**config.mk**
```make
export PLATFORM = sky130hd
export DESIGN_NAME = barrel_shift_pipe_flat
export DESIGN_NICKNAME = d
export VERILOG_FILES = /design/src/rtl/barrel_shift_pipe_pkg.sv /design/src/rtl/barrel_shift_pipe_if.sv /design/src/rtl/barrel_shift_pipe_stage.sv /design/src/rtl/barrel_shift_pipe.sv /design/src/flat_wrapper.sv
export SDC_FILE = /design/constraint.sdc
export NUM_CORES = 1
export LEC_CHECK = 0
export BUFFER_PORTS_ARGS = -buffer_cell sky130_fd_sc_hd__buf_2
export CAP_MARGIN = 10
export CELL_PAD_IN_SITES_DETAIL_PLACEMENT = 2
export CELL_PAD_IN_SITES_GLOBAL_PLACEMENT = 2
export CORE_MARGIN = 2
export CORE_UTILIZATION = 33
export CTS_CLUSTER_SIZE = 20
export DETAILED_ROUTE_END_ITERATION = 8
export PLACE_DENSITY_LB_ADDON = 0.1
export SYNTH_ARGS = -nofsm -noshare
export SYNTH_HDL_FRONTEND = slang
export SYNTH_SLANG_ARGS = --single-unit
```
**constraint.sdc**
```tcl
create_clock -name CLK -period 3.4 [get_ports CLK]
set_input_delay 0.51 -clock CLK [delete_from_list [all_inputs] [get_ports CLK]]
set_output_delay 0.51 -clock CLK [all_outputs]
set_load 0.005 [all_outputs]
```
**src/rtl/barrel_shift_pipe_pkg.sv**
```systemverilog
// rtl/barrel_shift_pipe_pkg.sv - shift mode encodings shared by the pipelined barrel shifter
//
// Package barrel_pkg
//   mode_t : 2-bit shift mode (MODE_LSL, MODE_LSR, MODE_ASR, MODE_ROL)
package barrel_pkg;

    typedef enum logic [1:0] {
        MODE_LSL = 2'd0,
        MODE_LSR = 2'd1,
        MODE_ASR = 2'd2,
        MODE_ROL = 2'd3
    } mode_t;

endpackage

```
**src/rtl/barrel_shift_pipe_if.sv**
```systemverilog
// rtl/barrel_shift_pipe_if.sv - operand/result handshake bundle for barrel_shift_pipe
//
// Signals
//   in_valid, in_ready, A, S, MODE : operand side (producer -> shifter)
//   out_valid, out_ready, Y, ZERO  : result side (shifter -> consumer)
// Modports
//   master : producer/consumer view (drives operands and out_ready)
//   slave  : shifter view
interface barrel_shift_pipe_if #(
    parameter int WIDTH = 8
);
    import barrel_pkg::*;

    localparam int SHW = $clog2(WIDTH);

    logic             in_valid;
    logic             in_ready;
    logic [WIDTH-1:0] A;
    logic [SHW-1:0]   S;
    mode_t            MODE;
    logic             out_valid;
    logic             out_ready;
    logic [WIDTH-1:0] Y;
    logic             ZERO;

    modport master (
        output in_valid, A, S, MODE, out_ready,
        input  in_ready, out_valid, Y, ZERO
    );

    modport slave (
        input  in_valid, A, S, MODE, out_ready,
        output in_ready, out_valid, Y, ZERO
    );

endinterface

```
**src/rtl/barrel_shift_pipe_stage.sv**
```systemverilog
// rtl/barrel_shift_pipe_stage.sv - combinational shift by 2^K under a shift mode, gated by one shift bit
//
// Ports
//   d_i    : data entering the stage
//   mode_i : shift mode carried with the operand
//   sbit_i : shift-amount bit K; 0 passes data through
//   d_o    : stage result
module barrel_shift_stage
    import barrel_pkg::*;
#(
    parameter int WIDTH = 8,
    parameter int K     = 0
) (
    input  logic [WIDTH-1:0] d_i,
    input  mode_t            mode_i,
    input  logic             sbit_i,
    output logic [WIDTH-1:0] d_o
);

    localparam int N = 1 << K;

    logic [WIDTH-1:0] shifted;

    always_comb begin
        shifted = d_i;
        case (mode_i)
            MODE_LSL: shifted = d_i << N;
            MODE_LSR: shifted = d_i >> N;
            // MSB is preserved by an arithmetic shift, so later stages still
            // see the original operand sign.
            MODE_ASR: shifted = $signed(d_i) >>> N;
            default:  shifted = (d_i << N) | (d_i >> (WIDTH - N));
        endcase
        d_o = sbit_i ? shifted : d_i;
    end

endmodule

```
**src/rtl/barrel_shift_pipe.sv**
```systemverilog
// rtl/barrel_shift_pipe.sv - pipelined four-mode barrel shifter, one register stage per shift bit
//
// Ports
//   CLK   : rising-edge clock
//   RST_N : synchronous active-low reset
//   bus   : barrel_shift_pipe_if.slave (operand in, result out, valid/ready both sides)
module barrel_shift_pipe
    import barrel_pkg::*;
#(
    parameter  int WIDTH = 8,
    localparam int SHW   = $clog2(WIDTH)
) (
    input logic                CLK,
    input logic                RST_N,
    barrel_shift_pipe_if.slave bus
);

    // Whole pipe advances in lock step; a stalled result freezes every stage.
    logic en;

    logic [WIDTH-1:0] data_q  [SHW];
    logic [SHW-1:0]   s_q     [SHW];
    mode_t            mode_q  [SHW];
    logic [SHW-1:0]   valid_q;
    logic             zero_q;

    logic [WIDTH-1:0] data_d  [SHW];

    assign en           = !bus.out_valid || bus.out_ready;
    assign bus.in_ready = en;

    for (genvar k = 0; k < SHW; k++) begin : g_stage
        logic [WIDTH-1:0] d_in;
        mode_t            m_in;
        logic             s_bit;

        if (k == 0) begin : g_head
            assign d_in  = bus.A;
            assign m_in  = bus.MODE;
            assign s_bit = bus.S[0];
        end else begin : g_body
            assign d_in  = data_q[k-1];
            assign m_in  = mode_q[k-1];
            assign s_bit = s_q[k-1][k];
        end

        barrel_shift_stage #(
            .WIDTH (WIDTH),
            .K     (k)
        ) u_stage (
            .d_i    (d_in),
            .mode_i (m_in),
            .sbit_i (s_bit),
            .d_o    (data_d[k])
        );
    end

    always_ff @(posedge CLK) begin
        if (!RST_N) begin
            for (int k = 0; k < SHW; k++) begin
                data_q[k] <= '0;
                s_q[k]    <= '0;
                mode_q[k] <= MODE_LSL;
            end
            valid_q <= '0;
            zero_q  <= 1'b0;
        end else if (en) begin
            // in_ready equals en, so in_valid alone qualifies the capture here.
            valid_q[0] <= bus.in_valid;
            s_q[0]     <= bus.S;
            mode_q[0]  <= bus.MODE;
            for (int k = 1; k < SHW; k++) begin
                valid_q[k] <= valid_q[k-1];
                s_q[k]     <= s_q[k-1];
                mode_q[k]  <= mode_q[k-1];
            end
            for (int k = 0; k < SHW; k++) begin
                data_q[k] <= data_d[k];
            end
            zero_q <= (data_d[SHW-1] == '0);
        end
    end

    assign bus.out_valid = valid_q[SHW-1];
    assign bus.Y         = data_q[SHW-1];
    assign bus.ZERO      = zero_q;

endmodule

```
**src/flat_wrapper.sv**
```systemverilog
// flat-port wrapper written by rule: the top's interface ports become plain ports
module barrel_shift_pipe_flat import barrel_pkg::*;
#(
    parameter  int WIDTH = 8,
    localparam int SHW   = $clog2(WIDTH)
)
  (CLK, RST_N, bus_in_valid, bus_A, bus_S, bus_MODE, bus_out_ready, bus_in_ready, bus_out_valid, bus_Y, bus_ZERO);
  barrel_shift_pipe_if #(.WIDTH(WIDTH)) bus_i ();
  input logic CLK;
  input logic RST_N;
  input wire logic [$bits(bus_i.in_valid)-1:0] bus_in_valid;
  input wire logic [$bits(bus_i.A)-1:0] bus_A;
  input wire logic [$bits(bus_i.S)-1:0] bus_S;
  input wire logic [$bits(bus_i.MODE)-1:0] bus_MODE;
  input wire logic [$bits(bus_i.out_ready)-1:0] bus_out_ready;
  output wire logic [$bits(bus_i.in_ready)-1:0] bus_in_ready;
  output wire logic [$bits(bus_i.out_valid)-1:0] bus_out_valid;
  output wire logic [$bits(bus_i.Y)-1:0] bus_Y;
  output wire logic [$bits(bus_i.ZERO)-1:0] bus_ZERO;
  assign bus_i.in_valid = bus_in_valid;
  assign bus_i.A = bus_A;
  assign bus_i.S = bus_S;
  assign bus_i.MODE = bus_MODE;
  assign bus_i.out_ready = bus_out_ready;
  assign bus_in_ready = bus_i.in_ready;
  assign bus_out_valid = bus_i.out_valid;
  assign bus_Y = bus_i.Y;
  assign bus_ZERO = bus_i.ZERO;
  barrel_shift_pipe #(.WIDTH(WIDTH)) u_core (.CLK(CLK), .RST_N(RST_N), .bus(bus_i));
endmodule
```
# After elaboration in Yosys (flattened, before gate mapping)
# Memory sizes are Yosys's and may differ from the RTL's.
# Cells that the tools add are included.
# Widths: inputs -> output; s select.
# totals
output_inout_bits	11
elab_cells	48
ram_bits	39
reg_bits	4
inputBits	17
n_memories	3
# memory_table
name	words	word_bits	read_ports	rd_clocked_by_memory_dff	write_ports	line_no	source
u_core.data_q	3	8	3	0	3	barrel_shift_pipe.sv:21	logic [WIDTH-1:0] data_q [SHW];
u_core.s_q	3	3	2	0	3	barrel_shift_pipe.sv:22	logic [SHW-1:0] s_q [SHW];
u_core.mode_q	3	2	2	0	3	barrel_shift_pipe.sv:23	mode_t mode_q [SHW];
# op_classes
n_bitwise	12
muxes	19
n_reduce_logical	6
n_eq_ne	6
# op_table
op	n
$pmux 8 s3	3
$mux 8	6
$mux 3	3
$or 1x1->1	9
$logic_not 8->1	1
$or 8x1->8	1
$or 8x2->8	1
$or 8x4->8	1
$eq 2x1->1 const B	3
$eq 2x2->1 const B	3
$logic_not 2->1	3
$mux 2	3
$mux 1	4
$logic_not 1->1	1
$logic_or 1x1->1	1

# Longest topological paths before layout
# Gate-level depths: netlist of run 1.
# logic_depth
ltp_word	6
mapped_depth	5
ltp_nobuf	5

# Hierarchy
# Synthesis of run 1 repeated with hierarchy kept, for this count alone.
# hier_totals
cells_unflattened	199
area_unflattened_um2	2073.2
# modules_own_cells
mod	cells_each	area_each_um2	instances	seq_area_each_um2
barrel_shift_pipe	95	1405.1	1	1011.0
barrel_shift_stage at u_core.g_stage[1].u_stage	37	236.5	1	0.0
barrel_shift_stage at u_core.g_stage[2].u_stage	35	219.0	1	0.0
barrel_shift_stage at u_core.g_stage[0].u_stage	32	212.7	1	0.0

# Worst setup path before layout of run 1
# OpenSTA, ideal clock, no wires.
# synth_path
path_type	input-to-reg
startpoint	in bus_out_ready
endpoint	mem u_core.data_q[0][0] (enable)
n_path_buf	0
setup_time_ns	0.472
stages	2
required_time_ns	2.928
setup_slack_ns	1.528
arrival_time_ns	1.400
path_cell_list	nor2b_1 nand2_1
# synth_lines
item	line_no	source
from (decl)	flat_wrapper.sv:15	input wire logic [$bits(bus_i.out_ready)-1:0] bus_out_ready;
to (decl)	barrel_shift_pipe.sv:21	

==> flow_summary.toml, run 1 <==
[status]
outcome = "finished, final reports clean"

[detailed_routing]
vias_per_cell = 5.25
dr.pass1.iters = 4
vias = 1424
detail-route-antenna-nets = 0
drcViolationCount = 0
routed_wl_um = 4330
drt-wirelength-per-cell_um = 16.0
drtIter0Drc = 70

[setup_path]
start_kind = "flip-flop"
slowest_stage = "nand2_1"
crit_fanout = 25
worst-path-buf-inv = 1
crit_path_cell_trace = "nor2b_1, inv_2, nand2_1, a211oi_1"
crit_path_end_kind = "flip-flop"
r2r.worst_path.cells = 4
worst_r2r_startpoint = "u_core.valid_q[2]"
max_stage_delay_ns = 0.68
worst-r2r-setup-slack_ns = 1.45
worstSetupPathType = "reg -> reg"
cp_top_family = "simple AND/OR/NAND/NOR gates"
worst_ep_required_time_ns = 3.40
rr_endpoint = "u_core.data_q[0][8]"
cp.arrival_ns = 1.94

[floorplan]
core_um2 = 5850
die_area_um2 = 6590
die_w_um = 81.2
initial_utilization = 0.336
die_h_um = 81.2
rows = 28
pin_count = 28

[global_route]
grt_pass1_wl_um = 7240
grt_max_degree = 32
grt-ovfl-total = 0
antenna_found_initial = 0
grt_pass1_vias = 1522
grt_usage = 0.145

[place]
dpl.hpwl_um = 3260
pre_cts_ws_ns = 1.13
numPortBuffers = 27
gp_congestion = 0.764
place_area_um2 = 2080

[worst_hold_path]
holdPathEnd = "u_core.valid_q[2]"
whs_path_depth = 1
hp-start = "u_core.valid_q[1]"
worstHoldPathType = "reg -> reg"

[logic_synthesis]
yosys_warnings = 0
ys_seq_elements = 35
synth_cells = 181
syn_area_per_cell_um2 = 10.9
yosysSeqAreaShare = 0.515
netlist.area_leader.share = 0.474
synth_ff_type = "edfxtp_1"
synth_edf_count = 31
synth_area_um2 = 1960
synth_area_leaders = "edfxtp_1 47%, a211oi_1 5.7%, mux2i_1 4.6%"
syn_nets = 198
ys_types = 38
synth_top_area_cell = "edfxtp_1"
async_flop_share = 0

[sta]
relSlewSlack = 0.422
setup_viol = 0
hold_violations = 0
rsz0062_at_grt = "false"
whs_ns = 0.483
maxSlewViolCount = 0
finClkSkew_ns = 0.0111
timing.final.ws_setup_ns = 1.45
fin_crit_sh = 0.573
max_freq_mhz = 514
tightest_slew_ns = 0.865
finalSetupTns_ns = 0
fin_crit_ns = 1.95

[clock_network]
clkTransAtPathRegs_ns = 0.07
postCtsSetupBuffers = 0
postCtsResizedCells = 0
ctsHoldBuffers = 0
cts-htree-levels = 2
cts_buffers = 5
cts_tree = "yes"
root_buffer = "clkbuf_8"
clock_sinks = 35
clock_latency_ns = 0.29
clk_path_buf_depth = 2

[finish]
final_common_cell = "edfxtp_1"
final_cell_area_um2 = 2190
layout_common_cells = "31 x edfxtp_1, 27 x buf_2, 21 x nor2_1"
n_antenna_cell = 0
drive_gt1_frac = 0.230
nNetsFinal = 212
syn2layout_area_growth_pct = 11.7

[power]
p_per_area_nw_per_um2 = 483
cellLeakagePower_nw = 0.907
max-vdd-ir-drop_uv = 141

[run]
max-cap-violations = 0
[stage by stage]
| stage | power, mW | std cells | util |
|---|---|---|---|
| floorplan | 0.643 | 181 | - |
| global placement | 0.676 | 263 | 0.355 |
| detailed placement | 0.684 | 263 | 0.355 |
| CTS | 1.07 | 271 | 0.375 |
| global route | 1.11 | 271 | 0.375 |
| finish | 1.06 | 271 | 0.375 |
[Yosys cell counts (2+ instances only)]
cell type   n
a211oi_1   15
a21boi_0    2
a21oi_1     9
a22oi_1     3
and3_1      8
and4_1      3
buf_2       6
buf_4       8
clkbuf_1    6
dfxtp_1     4
edfxtp_1   31
inv_1       2
mux2_1      3
mux2_4      2
mux2i_1     9
nand2_1    12
nand3_1     8
nor2_1     21
nor2b_1     8
o21ai_0     2
o21ai_1     2
[sequential cells by signal (all words and copies together), names as in the netlist]
register         cells
u_core.data_q       24
u_core.mode_q        4
u_core.s_q           3
u_core.valid_q       3
u_core.bus.ZERO      1
[worst max-delay path by stage]
stage | start | to | cells after the start
final | u_core.valid_q[2] | u_core.data_q[0][8] | 4
after global routing | u_core.valid_q[2] | u_core.data_q[0][15] | 4
after CTS | u_core.valid_q[2] | u_core.data_q[0][8] | 4
after detailed placement | bus_out_ready | u_core.data_q[0][8] | 5
after global placement | bus_out_ready | u_core.data_q[0][22] | 5
after floorplan | bus_out_ready | u_core.data_q[0][0] | 2
[report_power, final]
group / switching [mW] / internal [mW]
logic: 0.0692 / 0.0647
clock network: 0.151 / 0.237
registers: 0.0341 / 0.504
[layout make-up]
type	count	area, µm²
Clock buffer	6	82.6
Clock inverter	2	35.0
Fill cell	618	3660
Inverter	3	11.3
Multi-Input combinational cell	122	818
Sequential cell	35	1010
Tap cell	75	93.8
Timing Repair Buffer	28	143
[metal layers]
metal  GRT usage  vias to the layer above  wire length, µm
met5           0                        -                0
met4      0.0559                        0               70
met3      0.0333                        5              114
met2       0.275                       25             2360
met1       0.155                      703             1780
li1            -                      691                -
[cell families (layout without fill, tap and decap cells)]
| group | count (synthesis) | in the layout | synth area share |
|---|---|---|---|
| xor+xnor | 3 | 3 | 0.0268 |
| flops | 35 | 35 | 0.515 |
| mux | 15 | 15 | 0.0841 |
| simple gates | 64 | 64 | 0.162 |
| compound gates | 40 | 40 | 0.143 |
| buf+inv | 24 | 39 | 0.0688 |
(Power assumes the default switching activity.)
==> inputs of run 2 (changes only) <==
Settings changed: ABC_AREA set to 1.
Clock period 3.4 ns to 1.8 ns, I/O delays scaled along.
==> run 2 against run 1 <==
Global-route usage fell by 0.46 points. Combinational power increased by 93%. Sequential cell count did not move. Core utilization rose by 1.5 points. Largest cell class unchanged. Non-clock buffer count is the same. Highest routed layer unchanged. Clock-buffer cell count down 1. Critical endpoint is now u_core.data_q[0][11]. Hold slack got worse by 0.28 ns. Synthesized area is 4.1% lower. Critical path type unchanged.
==> flow_summary.toml, run 2 <==
[setup_path]
worstSetupPathType = "reg -> reg"
crit_fanout = 7
cp.arrival_ns = 1.49
worst_ep_required_time_ns = 1.84
start_kind = "flip-flop"
crit_path_end_kind = "flip-flop"
worst-r2r-setup-slack_ns = 0.35

[power]
switching_share = 0.244
max-vdd-ir-drop_uv = 316
clkPwrFrac = 0.348
power_mw = 1.93
combPwrFrac = 0.134
power_frac_seq = 0.518
switching_power_mw = 0.470
cellLeakagePower_nw = 0.980
internal-power_mw = 1.46
p_per_area_nw_per_um2 = 898

[detailed_routing]
routed_wl_um = 4060
drcViolationCount = 0
drtIter0Drc = 34
vias = 1470
detail-route-antenna-nets = 0
drt-wirelength-per-cell_um = 13.0
dr.pass1.iters = 4
vias_per_cell = 4.73

[finish]
layout_common_cells = "51 x nand2_1, 31 x edfxtp_1, 27 x buf_2"
finalNonFillerCells = 311
largestRegisters = "u_core.data_q: 24 flops, u_core.mode_q: 4 flops"
largest_register = "u_core.data_q"
n_antenna_cell = 0
fin_util = 0.390
syn2layout_area_growth_pct = 14.1
nNetsFinal = 255
multi_input_area_um2 = 656
nFillCells = 620
seqCellArea_um2 = 1010
final_cell_area_um2 = 2150
largest_register_ff_count = 24
drive_gt1_frac = 0.230
final_common_cell = "nand2_1"

[global_route]
grt-busiest-layer = "met2"
antenna_found_initial = 0
grt_usage = 0.141
grt-ovfl-total = 0
grt_util_met1 = 0.141
grt_util_met3 = 0.0271
use_met2 = 0.276
grt_pass1_wl_um = 6760
grt_pass1_vias = 1545
grt_max_degree = 29

[logic_synthesis]
syn_area_per_cell_um2 = 8.72
yosys_warnings = 0
synth_top_area_cell = "edfxtp_1"
ys_types = 21
synth_ff_type = "edfxtp_1"
ys_seq_elements = 35
synth.most_common_cell = "nand2_1"
yosysSeqAreaShare = 0.537
synth_area_leaders = "edfxtp_1 49%, nand2_1 10%, inv_1 5.2%"
syn_nets = 233
netlist.area_leader.share = 0.494
synth_cells = 216
async_flop_share = 0
synth_area_um2 = 1880
synth_common_cells = "51 x nand2_1, 31 x edfxtp_1, 26 x inv_1"
synth_edf_count = 31

[floorplan]
pin_count = 28
rows = 27
die_w_um = 79.6
die_area_um2 = 6330
initial_utilization = 0.342
core_um2 = 5510
die_h_um = 79.6

[status]
outcome = "finished, final reports clean"

[clock_network]
postCtsSetupBuffers = 0
clk_path_buf_depth = 2
clock_latency_ns = 0.28
cts_buffers = 5
clock_sinks = 35
ctsHoldBuffers = 0
postCtsResizedCells = 0
cts-htree-levels = 2
cts_tree = "yes"
root_buffer = "clkbuf_8"
clkTransAtPathRegs_ns = 0.07

[place]
dpl.hpwl_um = 3180
place_area_um2 = 2040
numPortBuffers = 27
pre_cts_ws_ns = 0.337
gp_congestion = 0.789
placed_cells = 303

[sta]
finalSetupTns_ns = 0
timing.final.ws_setup_ns = 0.345
finClkSkew_ns = 0.00693
whs_ns = 0.202
max_freq_mhz = 687
maxSlewViolCount = 0
fin_crit_sh = 0.808
relSlewSlack = 0.697
rsz0062_at_grt = "false"
fin_crit_ns = 1.45
hold_violations = 0
setup_viol = 0
tightest_slew_ns = 0.454

[worst_hold_path]
worstHoldPathType = "in -> reg"

[run]
max-cap-violations = 0
-- run 2: routing by layer --
metal / share of wire / up-vias
met1: 0.40 / 710
li1: - / 735
met2: 0.56 / 23
met4: 0.0099 / 0
met5: 0 / -
met3: 0.030 / 2
-- run 2: worst paths after layout --
path,end,cells past startpoint,from
setup / recovery,u_core.data_q[0][11],8,u_core.mode_q[0][1]
hold / removal,u_core.valid_q[0],3,bus_in_valid
setup reg to reg,u_core.data_q[0][11],8,u_core.mode_q[0][1]
hold reg to reg,u_core.bus.ZERO,2,u_core.bus.ZERO
-- run 2: area by class of cell --
| type | count | area share |
|---|---|---|
| Clock inverter | 3 | 0.0180 |
| Inverter | 34 | 0.0605 |
| Clock buffer | 5 | 0.0320 |
| Timing Repair Buffer | 28 | 0.0722 |
| Tap cell | 72 | 0.0419 |
| Multi-Input combinational cell | 134 | 0.305 |
| Sequential cell | 35 | 0.470 |
-- run 2: power groups by stage --
stage	sequential [mW]	clock (mW)	combinational (mW)
2_1_floorplan	0.997	0	0.201
3_3_place_gp	1.01	0	0.250
3_5_place_dp	1.02	0	0.263
4_1_cts	0.999	0.692	0.265
5_1_grt	1.01	0.719	0.296
6_report	0.999	0.672	0.259
-- run 2: critical path, cell delays in order (launching register included) --
cell and delay, ns:
edfxtp_1 0.44, nand2_1 0.11, inv_2 0.06, nor2_4 0.16, inv_2 0.10, nand2_1 0.08, nand3_1 0.08, o211ai_1 0.12
inv_1 0.07
-- run 2: cell families after synthesis --
family | share of synthesized area
AO/OA/AOI/OAI | 0.107
flip-flops | 0.537
buffers and inverters | 0.116
AND/OR/NAND/NOR | 0.241
==> inputs of run 3 (changes only) <==
Settings changed: CORE_UTILIZATION 33 to 31.
Clock period 1.8 ns to 1.2 ns, I/O delays scaled along.
==> run 3 against run 2 <==
The flow now finishes with violations (negative setup slack). Clock-buffer cell count is the same. Critical endpoint is now u_core.data_q[0][10]. Setup slack worse by 0.66 ns. Final cell count up 14%. Critical path depth did not move.
==> flow_summary.toml, run 3 (synthesis results as in run 2) <==
[status]
outcome = "finished, violations left"
violations = "negative setup slack"

[clock_network]
cts-htree-levels = 2
clock_sinks = 35
clk_path_buf_depth = 2
clock_latency_ns = 0.30
cts_buffers = 5
clkTransAtPathRegs_ns = 0.07
cts_tree = "yes"
root_buffer = "clkbuf_8"

[power]
switching_power_mw = 0.954
combPwrFrac = 0.231
p_per_area_nw_per_um2 = 1070
power_frac_seq = 0.490
cellLeakagePower_nw = 1.30
max-vdd-ir-drop_uv = 609
internal-power_mw = 2.14
switching_share = 0.308
clkPwrFrac = 0.279

[setup_path]
crit_path_cell_trace = "nand2_2, inv_2, nor2_4, inv_4, nand2_1, nand3_1, o211ai_1, inv_1"
crit_path_end_kind = "flip-flop"
start_kind = "flip-flop"
worstSetupPathType = "reg -> reg"
crit_fanout = 5
worst-r2r-setup-slack_ns = -0.31
cp_top_family = "simple AND/OR/NAND/NOR gates"
cp.arrival_ns = 1.57
slowest_stage = "edfxtp_1"
max_stage_delay_ns = 0.48
worst_ep_required_time_ns = 1.26
worst-path-buf-inv = 3

[detailed_routing]
drt-wirelength-per-cell_um = 19.1
routed_wl_um = 6760
drcViolationCount = 0
drtIter0Drc = 46
vias_per_cell = 4.88
vias = 1727
detail-route-antenna-nets = 0
dr.pass1.iters = 4

[floorplan]
initial_utilization = 0.320
die_h_um = 82.0
rows = 28
die_w_um = 82.0
die_area_um2 = 6720
core_um2 = 5890
pin_count = 28

[finish]
nFillCells = 637
seqCellArea_um2 = 1010
largest_register_ff_count = 24
largest_register = "u_core.data_q"
drive_gt1_frac = 0.548
multi_input_area_um2 = 928
syn2layout_area_growth_pct = 53.0
layout_common_cells = "36 x nand2_1, 31 x edfxtp_1, 26 x buf_2"
fin_util = 0.490
final_cell_area_um2 = 2880
final_common_cell = "nand2_1"
nNetsFinal = 295
n_antenna_cell = 0
largestRegisters = "u_core.data_q: 24 flops, u_core.mode_q: 4 flops"

[worst_hold_path]
worstHoldPathType = "in -> reg"

[place]
dpl.hpwl_um = 3300
numPortBuffers = 27
place_area_um2 = 2190
gp_congestion = 0.762
pre_cts_ws_ns = -0.153

[sta]
max_freq_mhz = 661
whs_ns = 0.102
finClkSkew_ns = 0.00365
timing.final.ws_setup_ns = -0.312
maxSlewViolCount = 0
fin_crit_sh = 1.26
rsz0062_at_grt = "true"
hold_violations = 0
tightest_slew_ns = 0.484
setup_viol = 65
relSlewSlack = 0.674
fin_crit_ns = 1.51

[global_route]
grt_pass1_vias = 1811
grt_pass1_wl_um = 9550
grt_usage = 0.198
grt-ovfl-total = 0
antenna_found_initial = 0
grt_max_degree = 17

[run]
max-cap-violations = 0
## run 3: cell type report
| class | instances | share of cell area |
|---|---|---|
| clock buffers | 5 | 0.0239 |
| clock inverters | 3 | 0.00521 |
| inverters | 34 | 0.0516 |
| multi-input cells | 134 | 0.322 |
| flip-flops and latches | 35 | 0.351 |
| well taps | 75 | 0.0326 |
| repair buffers | 65 | 0.202 |
| repair inverters | 3 | 0.0117 |
## run 3: worst register-to-register path, cell delays in order (launching register included)
cell and delay [ns]:
edfxtp_1 0.48, nand2_2 0.12, inv_2 0.06, nor2_4 0.16, inv_4 0.08, nand2_1 0.10, nand3_1 0.11, o211ai_1 0.10
inv_1 0.07
## run 3: repair_timing
item | in CTS | in global routing
hold buffers | 0 | 0
hold endpoints to repair | 0 | 0
gates cloned | 5 | 2
pin swaps | 15 | 17
endpoints found under the setup margin | 63 | 66
setup buffers | 15 | 7
resized for setup | 46 | 59
## run 3: path summary, 6_finish.rpt
check	start	to	cells past startpoint
hold / removal	bus_in_valid	u_core.valid_q[0]	3
hold reg to reg	u_core.valid_q[1]	u_core.valid_q[2]	2
setup / recovery	u_core.mode_q[0][0]	u_core.data_q[0][10]	8
setup reg to reg	u_core.mode_q[0][0]	u_core.data_q[0][10]	8
## run 3: per-layer routing
| metal | part of all wire | up-vias | global-route usage |
|---|---|---|---|
| met4 | 0.028 | 0 | 0.0483 |
| met5 | 0 | - | 0 |
| met1 | 0.41 | 845 | 0.224 |
| li1 | - | 826 | - |
| met3 | 0.029 | 17 | 0.0341 |
| met2 | 0.54 | 39 | 0.382 |
## run 3: per-stage QoR
step	setup TNS, ns	power, mW	std cells
5_1_grt	-13.47	3.24	354
3_5_place_dp	-3.67	1.97	321
2_1_floorplan	-10.66	1.80	216
4_1_cts	-5.90	2.92	348
3_3_place_gp	-2.60	1.96	321
6_report	-10.07	3.10	354
## run 3: power groups by stage
stage	sequential (mW)	combinational, mW	clock, mW
2_1_floorplan	1.50	0.306	0
3_3_place_gp	1.52	0.444	0
3_5_place_dp	1.52	0.454	0
4_1_cts	1.50	0.560	0.860
5_1_grt	1.53	0.783	0.924
6_report	1.52	0.716	0.864
